### src/rtl/i2s_rx_ctrl_module.sv
// I2S receiver master controller: BCK/LRCK generation, frame-aligned start/stop and a stereo FIFO.
// Define I2S_RX_CTRL_DROP_CNT_EN to add the saturating dropped-pair counter drop_cnt_o.
module i2s_rx_ctrl_module #(
    parameter int unsigned FRAME_RES  = 32,
    parameter int unsigned DATA_RES   = 24,
    parameter int unsigned DIV_W      = 8,
    parameter int unsigned FIFO_DEPTH = 4
) (
    input  logic                  clk_i,
    input  logic                  rst_i,
    input  logic                  en_i,
    input  logic [DIV_W-1:0]      div_i,
    output logic                  bck_o,
    output logic                  lrck_o,
    input  logic [DATA_RES-1:0]   left_i,
    input  logic [DATA_RES-1:0]   right_i,
    output logic [2*DATA_RES-1:0] tdata_o,
    output logic                  tvalid_o,
    input  logic                  tready_i,
    output logic                  ovf_o,
    input  logic                  clr_ovf_i,
`ifdef I2S_RX_CTRL_DROP_CNT_EN
    output logic [15:0]           drop_cnt_o,
`endif
    output logic                  busy_o
);

    localparam int unsigned BCW = $clog2(FRAME_RES);
    localparam int unsigned AW  = $clog2(FIFO_DEPTH);
    localparam logic [BCW-1:0] BitLast = BCW'(FRAME_RES - 1);
    localparam logic [BCW-1:0] BitCap  = BCW'(2);

    typedef enum logic [1:0] {StIdle, StRun, StStop} state_e;

    state_e state_q, state_d;

    logic [DIV_W-1:0] div_q;
    logic [DIV_W-1:0] div_cnt_q;
    logic             bck_q;
    logic             lrck_q;
    logic [BCW-1:0]   bit_cnt_q;
    logic             skip_first_q;

    logic tick, bck_fall, frame_end, strobe;

    logic [2*DATA_RES-1:0] mem_q [FIFO_DEPTH];
    logic [AW:0]           wptr_q, rptr_q;
    logic                  empty, full, push_req, push, pop, drop;
    logic                  ovf_q;

    assign tick      = (state_q != StIdle) && (div_cnt_q == div_q);
    assign bck_fall  = tick && bck_q;
    // Last BCK fall of the right half: LRCK returns to 0 on this edge.
    assign frame_end = bck_fall && lrck_q && (bit_cnt_q == BitLast);
    // Two BCK rises into the left half the core has just latched the previous right word.
    assign strobe    = bck_fall && !lrck_q && (bit_cnt_q == BitCap);

    always_ff @(posedge clk_i) begin
        if (rst_i) begin
            state_q <= StIdle;
        end else begin
            state_q <= state_d;
        end
    end

    always_comb begin
        state_d = state_q;
        unique case (state_q)
            StIdle:  if (en_i) state_d = StRun;
            StRun:   if (!en_i) state_d = StStop;
            StStop:  if (frame_end) state_d = StIdle;
            default: state_d = StIdle;
        endcase
    end

    always_ff @(posedge clk_i) begin
        if (rst_i) begin
            div_q        <= '0;
            div_cnt_q    <= '0;
            bck_q        <= 1'b0;
            lrck_q       <= 1'b0;
            bit_cnt_q    <= '0;
            skip_first_q <= 1'b0;
        end else if (state_q == StIdle) begin
            div_cnt_q <= '0;
            bck_q     <= 1'b0;
            lrck_q    <= 1'b0;
            bit_cnt_q <= '0;
            if (en_i) begin
                div_q        <= div_i;
                skip_first_q <= 1'b1;
            end
        end else begin
            if (tick) begin
                div_cnt_q <= '0;
                bck_q     <= ~bck_q;
            end else begin
                div_cnt_q <= div_cnt_q + DIV_W'(1);
            end
            if (bck_fall) begin
                if (bit_cnt_q == BitLast) begin
                    bit_cnt_q <= '0;
                    lrck_q    <= ~lrck_q;
                end else begin
                    bit_cnt_q <= bit_cnt_q + BCW'(1);
                end
            end
            if (strobe) skip_first_q <= 1'b0;
        end
    end

    assign empty    = (wptr_q == rptr_q);
    assign full     = (wptr_q[AW] != rptr_q[AW]) && (wptr_q[AW-1:0] == rptr_q[AW-1:0]);
    assign pop      = !empty && tready_i;
    assign push_req = strobe && !skip_first_q;
    // A simultaneous pop frees the slot being written, so a full FIFO still accepts.
    assign push     = push_req && (!full || pop);
    assign drop     = push_req && full && !pop;

    always_ff @(posedge clk_i) begin
        if (rst_i) begin
            wptr_q <= '0;
            rptr_q <= '0;
        end else begin
            if (push) wptr_q <= wptr_q + (AW + 1)'(1);
            if (pop)  rptr_q <= rptr_q + (AW + 1)'(1);
        end
    end

    always_ff @(posedge clk_i) begin
        if (push) mem_q[wptr_q[AW-1:0]] <= {left_i, right_i};
    end

    always_ff @(posedge clk_i) begin
        if (rst_i) begin
            ovf_q <= 1'b0;
        end else if (drop) begin
            ovf_q <= 1'b1;
        end else if (clr_ovf_i) begin
            ovf_q <= 1'b0;
        end
    end

`ifdef I2S_RX_CTRL_DROP_CNT_EN
    logic [15:0] drop_cnt_q;

    always_ff @(posedge clk_i) begin
        if (rst_i) begin
            drop_cnt_q <= '0;
        end else if (clr_ovf_i) begin
            drop_cnt_q <= drop ? 16'd1 : 16'd0;
        end else if (drop && (drop_cnt_q != 16'hFFFF)) begin
            drop_cnt_q <= drop_cnt_q + 16'd1;
        end
    end

    assign drop_cnt_o = drop_cnt_q;
`endif

    assign bck_o    = bck_q;
    assign lrck_o   = lrck_q;
    assign tdata_o  = mem_q[rptr_q[AW-1:0]];
    assign tvalid_o = !empty;
    assign ovf_o    = ovf_q;
    assign busy_o   = (state_q != StIdle);

endmodule

### config.mk
export PLATFORM = sky130hd
export DESIGN_NAME = i2s_rx_ctrl_module
export DESIGN_NICKNAME = d
export VERILOG_FILES = /design/src/rtl/i2s_rx_ctrl_module.sv
export SDC_FILE = /design/constraint.sdc
export NUM_CORES = 1
export LEC_CHECK = 0
export BUFFER_PORTS_ARGS = -buffer_cell sky130_fd_sc_hd__buf_2
export CAP_MARGIN = 20
export CORE_ASPECT_RATIO = 1.75
export CORE_MARGIN = 4
export CORE_UTILIZATION = 45
export CTS_CLUSTER_DIAMETER = 30
export DETAILED_ROUTE_END_ITERATION = 10
export GPL_ROUTABILITY_DRIVEN = 0
export HOLD_SLACK_MARGIN = 0.1
export PLACE_DENSITY = 0.76
export SYNTH_ARGS = -nofsm -noshare
export SYNTH_HDL_FRONTEND = slang
export SYNTH_SLANG_ARGS = --single-unit
export TNS_END_PERCENT = 5
### constraint.sdc
create_clock -name clk_i -period 5.01 [get_ports clk_i]
set_clock_uncertainty 0.05 [all_clocks]
set_input_delay 1.002 -clock clk_i [delete_from_list [all_inputs] [get_ports clk_i]]
set_output_delay 1.002 -clock clk_i [all_outputs]
set_load 0.05 [all_outputs]
==> flow_summary.toml, run 1 <==
[status]
outcome = "complete, no violations"

[worst_setup_path]
worstPathArrival_ns = 3.66
timing.setup.critical_path_class = "register to register"
end_kind = "register"
startpoint_type = "register"
critical_path.max_fanout = 33
worstPathRequired_ns = 5.15

[layout]
area_growth_syn_to_layout_pct = 20.5
fillCellCount = 1424
layout-drive-gt1-share_pct = 37.4
final_nets = 639
area_of_all_placed_cells_without_fillers_sq_um = 10300

[routing]
wl_per_instance_um = 19.3
detail_route.drc_violations = 0
detailedRoute.firstPassIterationCount = 4
detail_route.wirelength_um = 15900
route.vias.total = 4371
final_antenna_net_count = 0
vias_per_cell = 5.29
dr.first_iter.drc_count = 185

[place]
dpl_cell_area_sq_um = 9400
place_ws_ns = 1.46
buffer_ports.inserted = 113
hpwlAfterDp_um = 10500

[floorplan]
design.die.area_sq_um = 21300
core_sq_um = 18600
rows = 66
design.portCount = 114
die_width_um = 112
initial_utilization_pct = 45.8
die-height_um = 190

[timing]
worst_pin_slew_ns = 0.862
grt_setup_unrepaired = "no"
maxSlewHeadroom_pct = 42.5
finalSetupViolations = 0
final-hold-violation-count = 0
finalWorstSetupSlack_ns = 1.50
drv_slew = 0
fmax_ghz = 0.285
setup-tns-final_ns = 0
min_period_ns = 3.51
fin_crit_sh_pct = 70.1

[synth]
synth-adder-area-share_pct = 1.32
synth_area_leader_cell = "sky130_fd_sc_hd__edfxtp_1"
synth-main-ff-cell = "sky130_fd_sc_hd__edfxtp_1"
edff_count_synth = 192
post_synth_xor_area_fraction_pct = 2.16
compound_gate_portion_of_the_synthesized_area_pct = 1.82
mapped_cells = 438
ys_ff_latch = 227
post-synth-top-count-cell = "sky130_fd_sc_hd__edfxtp_1"
syn-num-nets = 508
syn-cell-area_sq_um = 8520
yosys.area.top_type_share_pct = 67.7
ys_types = 39
async_reset_ff_share_pct = 0
yosys-top-cells-area = "sky130_fd_sc_hd__edfxtp_1 68%, sky130_fd_sc_hd__mux4_2 13%, sky130_fd_sc_hd__dfxtp_1 8.2%"
yosys-top-cells-count = "192 x sky130_fd_sc_hd__edfxtp_1, 48 x sky130_fd_sc_hd__mux4_2, 35 x sky130_fd_sc_hd__dfxtp_1"
synth.mux.area_fraction_pct = 12.8
yosysSeqAreaShare_pct = 75.9
main_combinational_cell_family_by_area_after_synthesis = "multiplexers"
yosys_warnings = 0
syn_area_per_cell_sq_um = 19.4
share_of_synthesized_cell_area_in_and_or_nand_and_nor_gates_pct = 5.00

[clocking]
clk_transition_reported_paths_ns = 0.06
cts.root.buffer_cell = "sky130_fd_sc_hd__clkbuf_16"
htree_num_levels = 1
worst_skew_pair.late_latency_ns = 0.51
clockBufferDepth = 3
tritoncts.num_buffers = 26
tritoncts_clock_tree = "done"
hold_buffers = 0
cts_resized = 0
post_cts.repair.setup_buffers = 0
clkSinkCount = 227

[flow_run]
max_capacitance_violation_count = 0

[global_route]
grt_start_max_net_pins = 49
grt_overflow_total = 0
grt_pass1_wl_um = 25700
grt_util_all_layers_pct = 15.2
grt_pass1_vias = 4859
antenna_found_initial = 4

[power]
worst_ir_drop_vdd_uv = 332
cellPowerDensity_nw_per_um2 = 383
p_leak_nw = 3.48

[hold_path]
min-delay-path-class = "register to register"
## critical path, cell delays in order, from the launching register on
cell	delay, ns
sky130_fd_sc_hd__dfxtp_1	0.43
sky130_fd_sc_hd__xor2_1	0.15
sky130_fd_sc_hd__or4_4	0.51
sky130_fd_sc_hd__or3b_1	0.50
sky130_fd_sc_hd__nor3_1	0.38
sky130_fd_sc_hd__and2_2	0.79
sky130_fd_sc_hd__buf_4	0.39
## cell type report
cell class | instances | area, sq um | share of cell area [%]
flip-flops and latches | 227 | 6470 | 63.1
multi-input cells | 190 | 1970 | 19.2
inverters | 5 | 18.8 | 0.183
repair buffers | 119 | 661 | 6.44
diodes | 1 | 2.50 | 0.0244
well taps | 238 | 298 | 2.90
clock buffers | 29 | 683 | 6.66
clock inverters | 18 | 155 | 1.51
## power by group
group,internal (W),switching [W]
combinational,0.0000323,0.0000537
clock,0.00105,0.000742
sequential,0.00205,0.00000559
total,0.00313,0.000801
## kinds of logic after synthesis
| logic type | after synthesis |
|---|---|
| buf+inv | 21 |
| compound gates | 27 |
| fa+ha+maj | 9 |
| flops | 227 |
| mux | 49 |
| simple gates | 84 |
| xor+xnor | 21 |
## final timing paths
check	startpoint	to	slack, ns	cells after the start
worst max-delay path	div_cnt_q[3]	mem_q[1][29]	1.50	6
worst min-delay path	div_q[1]	div_q[1]	0.42	2
worst max register to register	div_cnt_q[3]	mem_q[1][29]	1.50	6
worst min register to register	div_q[1]	div_q[1]	0.42	2
## metal layers
layer	track usage (%)	share of wire, %	vias to the layer above
met5	0	0.26	-
met4	4.58	2.1	6
met3	4.07	6.6	33
met2	28.2	55	121
met1	16.9	36	2197
li1	-	-	2014
## placed cells by master, fill, tap and decap left out, types with 2 or more instances in the layout
cell type	instances
sky130_fd_sc_hd__a21oi_1	17
sky130_fd_sc_hd__a31o_2	2
sky130_fd_sc_hd__and2_2	4
sky130_fd_sc_hd__and3_1	3
sky130_fd_sc_hd__buf_12	4
sky130_fd_sc_hd__buf_2	113
sky130_fd_sc_hd__buf_4	2
sky130_fd_sc_hd__clkbuf_1	2
sky130_fd_sc_hd__clkbuf_16	27
sky130_fd_sc_hd__clkinv_1	3
sky130_fd_sc_hd__clkinv_2	3
sky130_fd_sc_hd__clkinv_4	2
sky130_fd_sc_hd__clkinvlp_4	4
sky130_fd_sc_hd__dfxtp_1	33
sky130_fd_sc_hd__edfxtp_1	192
sky130_fd_sc_hd__ha_1	9
sky130_fd_sc_hd__inv_1	5
sky130_fd_sc_hd__inv_6	4
sky130_fd_sc_hd__mux4_2	48
sky130_fd_sc_hd__nand2_1	25
sky130_fd_sc_hd__nand2b_1	2
sky130_fd_sc_hd__nand3_1	8
sky130_fd_sc_hd__nand4_1	2
sky130_fd_sc_hd__nor2_1	22
sky130_fd_sc_hd__nor4_1	2
sky130_fd_sc_hd__nor4b_1	2
sky130_fd_sc_hd__nor4bb_1	2
sky130_fd_sc_hd__o21a_1	2
sky130_fd_sc_hd__o21ai_0	2
sky130_fd_sc_hd__or3_1	2
sky130_fd_sc_hd__xnor2_1	11
sky130_fd_sc_hd__xor2_1	10
## registers in the layout (all words and copies together), names as in the netlist, named ones only
| signal | count |
|---|---|
| bck_o | 1 |
| bit_cnt_q | 5 |
| div_cnt_q | 8 |
| div_q | 8 |
| lrck_o | 1 |
| mem_q | 192 |
| ovf_o | 1 |
| rptr_q | 3 |
| skip_first_q | 1 |
| state_q | 2 |
| wptr_q | 3 |
## per-stage QoR
stage | hold slack (ns) | util, % | std cells | total power (W)
floorplan | 0.387 | - | 438 | 0.00213
global placement | 0.402 | 50.3 | 775 | 0.00218
detailed placement | 0.412 | 50.6 | 778 | 0.00218
CTS | 0.419 | 55.1 | 825 | 0.00398
global route | 0.439 | 55.2 | 827 | 0.00406
finish | 0.418 | 55.2 | 827 | 0.00393
No activity file was read; power rests on OpenSTA's default activity.
==> inputs of run 2 (changes only) <==
==> constraint.sdc (replaced) <==
create_clock -name clk_i -period 3.47 [get_ports clk_i]
set_clock_uncertainty 0.05 [all_clocks]
set_input_delay 0.694 -clock clk_i [delete_from_list [all_inputs] [get_ports clk_i]]
set_output_delay 0.694 -clock clk_i [all_outputs]
set_load 0.05 [all_outputs]
==> run 2 against run 1 <==
Compared with the run above:
- via count shrank 1.3%
- power grew 38%
- core utilization shrank 0.51 points
- clock power grew 31%
- register-to-register slack lost 0.88 ns
- die area is the same
- hold slack lost 0.048 ns
- setup slack lost 1.0 ns
- count of clock-buffer cells in the layout shrank 2
- routed wire length shrank 2.0%
- sequential share of layout area grew 0.59 points
- largest power group unchanged
==> flow_summary.toml, run 2 (synthesized netlist as in run 1, its figures left out) <==
[routing]
highest_metal_layer_with_signal_wires = "met5"
vias_per_cell = 5.27
final_antenna_net_count = 0
wl_met3_um = 1040
detail_route.wirelength_um = 15600
wl_met2_um = 8780
detail_route.drc_violations = 0
wl_per_instance_um = 19.1
route.vias.total = 4314
dr.first_iter.drc_count = 203
met1_length_um = 5540
detailedRoute.firstPassIterationCount = 4

[clocking]
tritoncts_clock_tree = "done"
htree_num_levels = 1
post_cts.repair.setup_buffers = 0
clkSinkCount = 227
worst_skew_pair.late_latency_ns = 0.49
clockBufferDepth = 3
cts.root.buffer_cell = "sky130_fd_sc_hd__clkbuf_16"
tritoncts.num_buffers = 22
hold_buffers = 0
clk_transition_reported_paths_ns = 0.06
cts_resized = 0

[worst_setup_path]
regToRegSetupSlack_ns = 0.62
max_stage_delay_ns = 0.64
worstPathRequired_ns = 2.73
worst-path-buf-inv = 2
cp_top_family = "flip-flops"
startpoint_type = "register"
end_kind = "primary output"
timing.reg2reg.worst_path_depth = 6
timing.setup.critical_path_class = "register to primary output"
worstPathArrival_ns = 2.26
crit_slowest_cell = "sky130_fd_sc_hd__dfxtp_4"
critical_path.max_fanout = 27
crit_chain = "buf_12, mux4_2, buf_2"
critical_path_cell_count = 3

[power]
power.clock.fraction_pct = 43.1
power.share.switching_pct = 19.2
p_comb_share_pct = 2.3
intPower_w = 0.00439
p_leak_nw = 3.43
worst_ir_drop_vdd_uv = 364
netSwitchingPower_w = 0.00104
seq_power_share_pct = 54.7
cellPowerDensity_nw_per_um2 = 534

[layout]
instances_no_fill = 819
area_growth_syn_to_layout_pct = 19.4
layout_commonest_cell = "sky130_fd_sc_hd__edfxtp_1"
layout-drive-gt1-share_pct = 36.3
final_nets = 636
multiInputGateArea_sq_um = 1970
regArea_sq_um = 6470
area_of_all_placed_cells_without_fillers_sq_um = 10200
final_cell_mix = "192 x sky130_fd_sc_hd__edfxtp_1, 113 x sky130_fd_sc_hd__buf_2, 48 x sky130_fd_sc_hd__mux4_2"
fillCellCount = 1415
flip_flop_count_of_the_largest_register_all_copies_and_words_added = 192
antennaDiodeCount = 0

[global_route]
grt_overflow_total = 0
grt_pass1_vias = 4765
grt_util_all_layers_pct = 14.8
grt_pass1_wl_um = 25000
antenna_found_initial = 1
grt_start_max_net_pins = 49

[floorplan]
initial_utilization_pct = 45.8
design.portCount = 114
rows = 66
core_sq_um = 18600
die_width_um = 112
die-height_um = 190
design.die.area_sq_um = 21300

[timing]
hold_slack_ns = 0.370
drv_slew = 0
maxSlewHeadroom_pct = 43.1
finalWorstSetupSlack_ns = 0.466
fmax_ghz = 0.333
setup-tns-final_ns = 0
fin_crit_sh_pct = 86.6
min_period_ns = 3.00
worst_pin_slew_ns = 0.841
grt_setup_unrepaired = "no"
finalSetupViolations = 0
final-hold-violation-count = 0

[hold_path]
min_path_cells = 1
min-delay-path-class = "primary input to register"

[place]
post-place-cells = 780
hpwlAfterDp_um = 10300
buffer_ports.inserted = 113
place_ws_ns = 0.624
dpl_cell_area_sq_um = 9440

[flow_run]
max_capacitance_violation_count = 0

[status]
outcome = "complete, no violations"
==> run 2: cell types whose count changed in the layout (fill, tap and decap cells not counted), moves of 2 or more <==
cell,previous run,this run
sky130_fd_sc_hd__inv_8,0,2
sky130_fd_sc_hd__clkbuf_16,27,23
sky130_fd_sc_hd__clkinv_2,3,0
sky130_fd_sc_hd__clkbuf_1,2,4
sky130_fd_sc_hd__inv_6,4,2
sky130_fd_sc_hd__clkinvlp_4,4,2
==> run 2: path summary, 6_finish.rpt <==
kind	start	end
max	register	tdata_o[12]
min	right_i[9]	mem_q[1][9]
max reg2reg	div_cnt_q[3]	mem_q[1][7]
min reg2reg	div_q[6]	div_q[6]
==> run 2: routing by layer <==
metal  track usage, %  up-vias
li1                 -     1997
met1             16.0     2189
met2             28.4      106
met3             3.98       20
met4             3.93        2
met5                0        -
==> run 2: metrics by stage <==
step           util [%]  total power, W
2_1_floorplan         -         0.00308
3_3_place_gp       50.8         0.00314
3_5_place_dp       50.8         0.00315
4_1_cts            54.7         0.00549
5_1_grt            54.7         0.00563
6_report           54.7         0.00543
==> run 2: final cells by class <==
class / count / share of cell area (%)
Multi-Input combinational cell: 190 / 19.4
Sequential cell: 227 / 63.6
Clock inverter: 12 / 1.33
Inverter: 5 / 0.185
Clock buffer: 27 / 5.81
Tap cell: 238 / 2.93
Timing Repair Buffer: 120 / 6.69
==> run 2: power groups by stage <==
| stage | clock (W) | sequential [W] | combinational [W] |
|---|---|---|---|
| finish | 0.00234 | 0.00297 | 0.000124 |
| global route | 0.00252 | 0.00297 | 0.000137 |
| CTS | 0.00240 | 0.00297 | 0.000124 |
| detailed placement | 0 | 0.00303 | 0.000124 |
| global placement | 0 | 0.00303 | 0.000116 |
| floorplan | 0 | 0.00303 | 0.0000504 |
